$ cat src/rtl/mpt_mem_arbiter.sv
// Purpose: round-robin (or fixed-priority with MPT_MEM_ARB_FIXED_PRIO_EN) arbiter sharing one memory port among walkers.
// Latency: grant is combinational from downstream gnt; responses are routed in order with zero added latency.
// Backpressure: a stalled request locks its requester until granted; issue stops at MAX_OUTSTANDING in flight.

// In-order FIFO with a show-ahead head; pushes at full and pops at empty are ignored.
module mpt_mem_arb_fifo #(
    parameter int WIDTH = 2,
    parameter int DEPTH = 4
) (
    input  logic                       clk_i,
    input  logic                       rst_ni,
    input  logic                       push_vld,
    input  logic [WIDTH-1:0]           push_dat,
    input  logic                       pop_vld,
    output logic [WIDTH-1:0]           pop_dat,
    output logic [$clog2(DEPTH+1)-1:0] count
);
    localparam int PW = (DEPTH > 1) ? $clog2(DEPTH) : 1;
    localparam int CW = $clog2(DEPTH + 1);

    logic [WIDTH-1:0] mem [DEPTH];
    logic [PW-1:0]    wr_ptr;
    logic [PW-1:0]    rd_ptr;
    logic             do_push;
    logic             do_pop;

    assign do_push = push_vld && (count != CW'(DEPTH));
    assign do_pop  = pop_vld && (count != '0);
    assign pop_dat = mem[rd_ptr];

    // Storage is not reset: entries are only read after being written.
    always_ff @(posedge clk_i) begin
        if (do_push) begin
            mem[wr_ptr] <= push_dat;
        end
    end

    // Pointers wrap at DEPTH so non power-of-two depths work; count tracks occupancy.
    always_ff @(posedge clk_i or negedge rst_ni) begin
        if (!rst_ni) begin
            wr_ptr <= '0;
            rd_ptr <= '0;
            count  <= '0;
        end else begin
            if (do_push) begin
                wr_ptr <= (wr_ptr == PW'(DEPTH - 1)) ? '0 : wr_ptr + PW'(1);
            end
            if (do_pop) begin
                rd_ptr <= (rd_ptr == PW'(DEPTH - 1)) ? '0 : rd_ptr + PW'(1);
            end
            case ({do_push, do_pop})
                2'b10:   count <= count + CW'(1);
                2'b01:   count <= count - CW'(1);
                default: count <= count;
            endcase
        end
    end
endmodule

module mpt_mem_arbiter #(
    parameter int NUM_REQUESTERS    = 3,
    parameter int MEMORY_DATA_WIDTH = 64,
    parameter int MEMORY_ADDR_WIDTH = 64,
    parameter int MAX_OUTSTANDING   = 4
) (
    input  logic                                                clk_i,
    input  logic                                                rst_ni,
    input  logic [NUM_REQUESTERS-1:0]                           req_mem_req,
    output logic [NUM_REQUESTERS-1:0]                           req_mem_gnt,
    output logic [NUM_REQUESTERS-1:0]                           req_mem_valid,
    input  logic [NUM_REQUESTERS-1:0][MEMORY_ADDR_WIDTH-1:0]    req_mem_addr,
    input  logic [NUM_REQUESTERS-1:0][MEMORY_DATA_WIDTH-1:0]    req_mem_wdata,
    input  logic [NUM_REQUESTERS-1:0]                           req_mem_we,
    input  logic [NUM_REQUESTERS-1:0][MEMORY_DATA_WIDTH/8-1:0]  req_mem_be,
    output logic [NUM_REQUESTERS-1:0][MEMORY_DATA_WIDTH-1:0]    req_mem_rdata,
    output logic [NUM_REQUESTERS-1:0]                           req_mem_error,
    output logic                                                memory_master_mem_req,
    input  logic                                                memory_master_mem_gnt,
    input  logic                                                memory_master_mem_valid,
    output logic [MEMORY_ADDR_WIDTH-1:0]                        memory_master_mem_addr,
    input  logic [MEMORY_DATA_WIDTH-1:0]                        memory_master_mem_rdata,
    output logic [MEMORY_DATA_WIDTH-1:0]                        memory_master_mem_wdata,
    output logic                                                memory_master_mem_we,
    output logic [MEMORY_DATA_WIDTH/8-1:0]                      memory_master_mem_be,
    input  logic                                                memory_master_mem_error,
    output logic [$clog2(MAX_OUTSTANDING+1)-1:0]                outstanding_o
);
    localparam int IW = (NUM_REQUESTERS > 1) ? $clog2(NUM_REQUESTERS) : 1;
    localparam int CW = $clog2(MAX_OUTSTANDING + 1);

    typedef enum logic {IDLE, LOCKED} state_t;

    state_t        state;
    logic [IW-1:0] locked_idx;
    logic [IW-1:0] arb_idx;
    logic          arb_any;
    logic [IW-1:0] sel_idx;
    logic          sel_vld;
    logic          use_lock;
    logic          full;
    logic          handshake;
    logic          pop;
    logic [IW-1:0] head_idx;
    logic [CW-1:0] count;

`ifndef MPT_MEM_ARB_FIXED_PRIO_EN
    logic [IW-1:0] rr_ptr;
    logic [IW:0]   cand;
`endif

    assign full      = (count == CW'(MAX_OUTSTANDING));
    assign handshake = memory_master_mem_req && memory_master_mem_gnt;
    assign pop       = rst_ni && memory_master_mem_valid && (count != '0);

    // Every request-side output is forced low while reset is asserted, even with active inputs.
    assign memory_master_mem_req = rst_ni && (|req_mem_req) && !full;
    assign outstanding_o         = count;

`ifdef MPT_MEM_ARB_FIXED_PRIO_EN
    // Fixed priority: the lowest requesting index wins.
    always_comb begin
        arb_idx = '0;
        arb_any = 1'b0;
        for (int k = NUM_REQUESTERS - 1; k >= 0; k--) begin
            if (req_mem_req[k]) begin
                arb_idx = IW'(k);
                arb_any = 1'b1;
            end
        end
    end
`else
    // Round robin: first requester at or after rr_ptr, searching cyclically.
    always_comb begin
        arb_idx = '0;
        arb_any = 1'b0;
        cand    = '0;
        for (int k = 0; k < NUM_REQUESTERS; k++) begin
            cand = {1'b0, rr_ptr} + (IW + 1)'(k);
            if (cand >= (IW + 1)'(NUM_REQUESTERS)) begin
                cand = cand - (IW + 1)'(NUM_REQUESTERS);
            end
            if (!arb_any && req_mem_req[cand[IW-1:0]]) begin
                arb_idx = cand[IW-1:0];
                arb_any = 1'b1;
            end
        end
    end

    // Pointer advances past the winner on every accepted request.
    always_ff @(posedge clk_i or negedge rst_ni) begin
        if (!rst_ni) begin
            rr_ptr <= '0;
        end else if (handshake) begin
            rr_ptr <= (sel_idx == IW'(NUM_REQUESTERS - 1)) ? '0 : sel_idx + IW'(1);
        end
    end
`endif

    // A stalled requester keeps the port until granted; if it withdraws, arbitration resumes.
    always_comb begin
        use_lock = (state == LOCKED) && req_mem_req[locked_idx];
        sel_idx  = use_lock ? locked_idx : arb_idx;
        sel_vld  = rst_ni && (use_lock || arb_any);
    end

    // Mux the selected requester onto the shared port; all zero when nobody is selected.
    always_comb begin
        memory_master_mem_addr  = '0;
        memory_master_mem_wdata = '0;
        memory_master_mem_we    = 1'b0;
        memory_master_mem_be    = '0;
        if (sel_vld) begin
            memory_master_mem_addr  = req_mem_addr[sel_idx];
            memory_master_mem_wdata = req_mem_wdata[sel_idx];
            memory_master_mem_we    = req_mem_we[sel_idx];
            memory_master_mem_be    = req_mem_be[sel_idx];
        end
    end

    // Grants follow the downstream handshake in the same cycle; responses go to the oldest ID.
    always_comb begin
        req_mem_gnt   = '0;
        req_mem_valid = '0;
        req_mem_error = '0;
        req_mem_rdata = '0;
        for (int i = 0; i < NUM_REQUESTERS; i++) begin
            req_mem_gnt[i]   = handshake && (sel_idx == IW'(i));
            req_mem_valid[i] = pop && (head_idx == IW'(i));
            req_mem_error[i] = pop && (head_idx == IW'(i)) && memory_master_mem_error;
            req_mem_rdata[i] = rst_ni ? memory_master_mem_rdata : '0;
        end
    end

    // Lock FSM: enter LOCKED on a stalled request, leave on handshake or when the request vanishes.
    always_ff @(posedge clk_i or negedge rst_ni) begin
        if (!rst_ni) begin
            state      <= IDLE;
            locked_idx <= '0;
        end else if (handshake) begin
            state <= IDLE;
        end else if (memory_master_mem_req) begin
            state      <= LOCKED;
            locked_idx <= sel_idx;
        end else begin
            state <= IDLE;
        end
    end

    mpt_mem_arb_fifo #(
        .WIDTH (IW),
        .DEPTH (MAX_OUTSTANDING)
    ) u_id_fifo (
        .clk_i    (clk_i),
        .rst_ni   (rst_ni),
        .push_vld (handshake),
        .push_dat (sel_idx),
        .pop_vld  (pop),
        .pop_dat  (head_idx),
        .count    (count)
    );
endmodule

$ cat config.mk
export PLATFORM = sky130hd
export DESIGN_NAME = mpt_mem_arbiter
export DESIGN_NICKNAME = d
export VERILOG_FILES = /design/src/rtl/mpt_mem_arbiter.sv
export SDC_FILE = /design/constraint.sdc
export NUM_CORES = 1
export LEC_CHECK = 0
export CORE_AREA = 2 2 318 320
export CTS_CLUSTER_SIZE = 14
export DETAILED_ROUTE_END_ITERATION = 10
export DIE_AREA = 0 0 320 322
export GPL_TIMING_DRIVEN = 0
export PLACE_DENSITY = 0.36
export SYNTH_ARGS = -nofsm -noshare
export SYNTH_HDL_FRONTEND = slang
export SYNTH_SLANG_ARGS = --single-unit
$ cat constraint.sdc
create_clock -name clk_i -period 3.1 [get_ports clk_i]
set_input_delay 0.31 -clock clk_i [delete_from_list [all_inputs] [get_ports clk_i]]
set_output_delay 0.31 -clock clk_i [all_outputs]
set_load 0.05 [all_outputs]
== Word-level counts from Yosys, hierarchy flattened ==
Memories as Yosys holds them, arrays and structs flattened.
Cells that the tools add are included.
Storage, ports and cells
  bits in writable memories: 8
  memories kept: 1
  output and inout port bits: 342
  latch bits: 0
  bits of input ports: 483
  register bits after elaboration: 12
  bits in read-only memories: 0
  logic and storage cells: 105
Operators by class
  muxes and demuxes: 39
  bitwise operators: 1
  reduce and logical (&&, ||, !) cells: 30
  multiply operators: 0
  divide/modulo/power cells: 0
  magnitude comparators: 8
  add/subtract/negate cells: 10
  equal/unequal tests: 10
  shift operators: 0
Memory list
  u_id_fifo.mem: words 4, width 2, read ports 1, clocked after Yosys merged registers in 0, write ports 1, line 21  | logic [WIDTH-1:0] mem [DEPTH];
Operators by type and width (number)
  64-bit 2-to-1 mux: 5
  64-bit binary-select mux with 2-bit select: 2
  1-bit logical AND: 20
  2-bit 2-to-1 mux: 10
  8-bit binary-select mux with 2-bit select: 1
  8-bit 2-to-1 mux: 2
  2-bit by 3-bit less-than comparator with 1-bit output, second input constant: 5
  1-bit 2-to-1 mux: 13
  1-bit binary-select mux with 2-bit select: 5
  2-bit equality test, second input constant: 5
  2-bit by 1-bit adder with 2-bit output, second input constant: 3
  2-bit by 1-bit equality test with 1-bit output, second input constant: 3
  3-bit by 2-bit greater-or-equal comparator with 1-bit output, second input constant: 2
  3-bit one-hot mux with 2 select lines: 1
  2-bit subtractor, second input constant: 3
  2-bit zero test: 2
  2-bit by 1-bit adder with 3-bit output, second input constant: 1
  2-bit by 2-bit adder with 3-bit output, second input constant: 1
  3-bit by 1-bit adder with 3-bit output, second input constant: 1
  3-bit equality test, second input constant: 1
  1-bit zero test: 3
  3-bit != test, second input constant: 1
  3-bit nonzero test: 1
  3-bit OR reduction: 1
  other kinds (6): 6

== Depth between registers and ports, before layout ==
  word-level depth: 15
  mapped depth: 11

== Hierarchy ==
A second synthesis with hierarchy kept.
Second synthesis, totals
  cells, all modules: 943
  area total of the unflattened synthesis: 6287.3 sq um
Modules (own cells, without submodules)
  mpt_mem_arbiter: seq. area each 125.1 sq um, times used 1, area each 5552.8 sq um, cells each 894
  mpt_mem_arb_fifo: seq. area each 415.4 sq um, times used 1, area each 734.5 sq um, cells each 49

== Least setup slack after synthesis ==
No wires, ideal clock.
  path type: reg2out
  start point: reg u_id_fifo.count[0]
  end point: out req_mem_gnt[0]
  stages on the path, launching flop included: 6
  arrival: 2.974 ns
  path slack: -0.184 ns
  data required time: 2.790 ns
  path buffers: 1
  cell sequence: dfrtp_1 > inv_1 > a31oi_1 > nand2_1 > clkbuf_1 > nor2_1
On the way
  word-level cells in the longest chain between the ends: 5
Ends and longest elaborated chain
  start, declared: line 16  | output logic [$clog2(DEPTH+1)-1:0] count
  start signal, assigned: line 52  | 2'b10: count <= count + CW'(1);
  start signal, assigned: line 53  | 2'b01: count <= count - CW'(1);
  start signal, assigned: line 54  | default: count <= count;
  3-bit equality test: line 111  | assign full = (count == CW'(MAX_OUTSTANDING));
  1-bit zero test: line 116  | assign memory_master_mem_req = rst_ni && (|req_mem_req) && !full;
  1-bit logical AND: line 116
  via memory_master_mem_req: line 77  | output logic memory_master_mem_req,
  1-bit logical AND: line 112  | assign handshake = memory_master_mem_req && memory_master_mem_gnt;
  1-bit logical AND: line 187  | req_mem_gnt[i] = handshake && (sel_idx == IW'(i));
  end, declared: line 69  | output logic [NUM_REQUESTERS-1:0] req_mem_gnt,
The timed path passes the listed nets, and every way through them passes these cells.

== Worst setup path in the final report ==
  start point: reg rr_ptr[0]
  end point: out memory_master_mem_wdata[37]
On the way
  word-level cells in the longest chain between the ends: 15
  elaborated cells between the ends (all ways): 33
  classes of those cells: add/sub (5); order compare (3); mux (19); reduce/logical (6)
Ends and longest elaborated chain
  start, declared: line 107  | logic [IW-1:0] rr_ptr;
  start signal, assigned: line 154  | rr_ptr <= (sel_idx == IW'(NUM_REQUESTERS - 1)) ? '0 : sel_idx + IW'(1);
  branches (longest 14 deep; another with 2-bit by 1-bit adder with 3-bit output)
  64-bit 2-to-1 mux *: line 172  | if (sel_vld) begin
  end, declared: line 82  | output logic [MEMORY_DATA_WIDTH-1:0] memory_master_mem_wdata,
Every way passes the cells marked *. The select of a mux whose other input is x is not followed.

==> reports/summary.txt <==
Mapped Nets - 1521
DIE WIDTH - 320 um
RSZ-0062 raised after global routing - true
Synthesized flop and latch total - 20
Clk Tree Root Cell - clkbuf_16
Number of clock sinks - 20
Routed WL per cell - 25.0 um
Gr ovfl total - 0
Status - complete, but fails checks
Syn Area/Cell - 6.93 sq um
Post-DP HPWL - 62900 um
Initial antenna violation count - 29
Required @ worst endpoint - 2.79 ns
Failing checks - setup timing
PortBufs - 823
Crit-path max FO - 10
Die H - 322 um
Cells after synthesis - 1029
Min-delay worst type - in -> async
Yosys warning count - 0
Largest net degree at the start of global routing - 17
Leading area contributor after synthesis - o2111ai_1
Commonest cells post-synth - nand2_1, a31oi_1, o2111ai_1, o221ai_1, buf_4
First-pass GRT wire length - 106000 um
Clk slew on worst S/H paths - 0.06 ns
CTS tree - done
Mapped Area - 7130 sq um
Post-synth EDFFs - 8
VDD IR max - 0.000465 V
Fraction of registers with async set or reset after synthesis - 60.0%
I/O Pins - 825
Hold-fix buffers at CTS - 0
Die area - 103000 sq um
Static leakage - 8.23 nW
Design area - 22500 sq um
Remaining antenna violation count - 0
WL final - 80400 um
Vias in the first global route - 13351
Hold Vio Cnt, Final - 0
Critical path arrival - 2.92 ns
Cts bufs inserted - 3
Final setup violation count - 109
Max Cap Viol - 0
CTS HTree Levels - 1
PD cells - 976 nW/um^2
Share of the synthesized area in the top cell type - 16.8%
Via total after detailed routing - 12913
Final worst setup slack - -0.125 ns
Drt first-iter violations - 591
Period utilization - 104%
Row cnt - 116
Routability Congestion - 0.910
Distinct cells, synth - 44
Fraction of final layout cells sized beyond drive strength 1 - 42.5%
Worst Tran Pin Value - 0.871 ns
Drt pass-1 iters - 4
Placed cell area - 17700 sq um
Final nets - 2410
Path type of the worst setup path - reg -> out
Core footprint - 99600 sq um
Critical Path Start Type - flip-flop
P&R area growth vs syn - 215%
Clock Path Buffers - 2
Avg Vias per Cell - 4.01
Highest Clock Rate - 310 MHz
Slew Viols, Final - 0
Post-synthesis sequential area ratio - 7.58%
Top FF cell, synth - dfrtp_1
Worst Setup End Kind - output port
Worst r2r path cells - 12
Area contributors post-synth - o2111ai_1, o221ai_1, buf_4
Slew margin rel. - 41.0%
Gr usage total - 14.2%
Initial Utilization - 7.16%
Setup Skew - 0.000946 ns
Clock latency at the later pin of the worst-skew pair - 0.25 ns
Count leader, synth - nand2_1
Fin crit period - 3.23 ns
DRC Markers - 0
Worst hold margin - 0.0807 ns
## worst max-delay path, cell delays in order, from the launching register on
cell	delay, ns
dfrtp_1	0.40
buf_6	0.13
ha_4	0.15
buf_6	0.12
buf_6	0.12
buf_4	0.12
nand2_1	0.10
o211ai_4	0.12
buf_6	0.16
bufbuf_16	0.27
clkbuf_8	0.17
o221ai_2	0.41
a31oi_4	0.18
buf_6	0.19
## sequential cells by signal (all words and copies together) (netlist names)
signal,cells
u_id_fifo.mem,8
u_id_fifo.wr_ptr,2
u_id_fifo.count,3
u_id_fifo.rd_ptr,2
locked_idx,2
state,1
rr_ptr,2
## per-layer routing
metal	share of wire [%]	up-vias	global-route usage (%)
met4	1.8	32	2.13
met5	0.29	-	0
met3	7.5	90	3.94
met1	39	6334	16.3
li1	-	5841	-
met2	52	616	26.5
## kinds of logic after synthesis
logic type / synth area share, %
compound gates: 48.4
buf+inv: 24.0
simple gates: 16.9
flops: 7.58
fa+ha+maj: 1.68
mux: 1.11
xor+xnor: 0.369
## worst paths after layout
| kind | startpoint | endpoint | slack [ns] |
|---|---|---|---|
| max | rr_ptr[0] | memory_master_mem_wdata[37] | -0.13 |
| min | rst_ni | u_id_fifo.count[2] | 0.08 |
| max reg2reg | rr_ptr[1] | locked_idx[1] | 0.63 |
| min reg2reg | locked_idx[1] | locked_idx[1] | 0.54 |
| max in group asynchronous | rst_ni | u_id_fifo.wr_ptr[1] | 2.73 |
| min in group clk_i | locked_idx[1] | locked_idx[1] | 0.54 |
## cell usage in the layout (no fill, tap or decap), types with 35 or more instances in the layout
cell             synthesis  layout
a31oi_2                  0      37
a31oi_4                  1      78
and2_1                  66      66
buf_12                   0      38
buf_4                  134     195
buf_6                    0     118
buf_8                    0      41
clkdlybuf4s50_1          0     646
nand2_1                149      54
nand2_4                  0      68
o2111ai_1              137      68
o2111ai_2                0      35
o221ai_1               137     116
## power breakdown
group | total (mW) | internal, mW | switching, mW
Clock | 0.295 | 0.197 | 0.0982
Combinational | 21.2 | 8.45 | 12.7
Sequential | 0.476 | 0.384 | 0.0925
Total | 21.9 | 9.03 | 12.9
## through the flow
stage / setup slack, ns / power, mW / setup TNS, ns / utilization, % / cells
after floorplan: 0.00250 / 9.79 / 0 / - / 1029
after global placement: -1.77 / 15.5 / -306.78 / 17.8 / 3150
after detailed placement: -1.51 / 15.5 / -286.96 / 17.8 / 3150
after CTS: -0.191 / 19.6 / -10.39 / 20.5 / 3205
after global routing: -0.244 / 22.9 / -21.26 / 22.6 / 3220
final: -0.125 / 21.9 / -7.60 / 22.6 / 3222
## cell type report
type | count | area [sq um]
Fill cell | 10854 | 77100
Timing Repair Buffer | 892 | 9660
Multi-Input combinational cell | 708 | 7970
Buffer | 283 | 2520
Tap cell | 1298 | 1620
Sequential cell | 20 | 541
Clock buffer | 4 | 88.8
Inverter | 10 | 41.3
Antenna cell | 7 | 17.5
## repair_timing
| item | CTS | global route |
|---|---|---|
| gates resized for setup | 1365 | 490 |
| pin swaps | 108 | 136 |
| buffers inserted | 37 | 12 |
| endpoints found under the setup margin | 341 | 204 |
| cloned | 15 | 9 |
No activity file was read; power rests on OpenSTA's default activity.
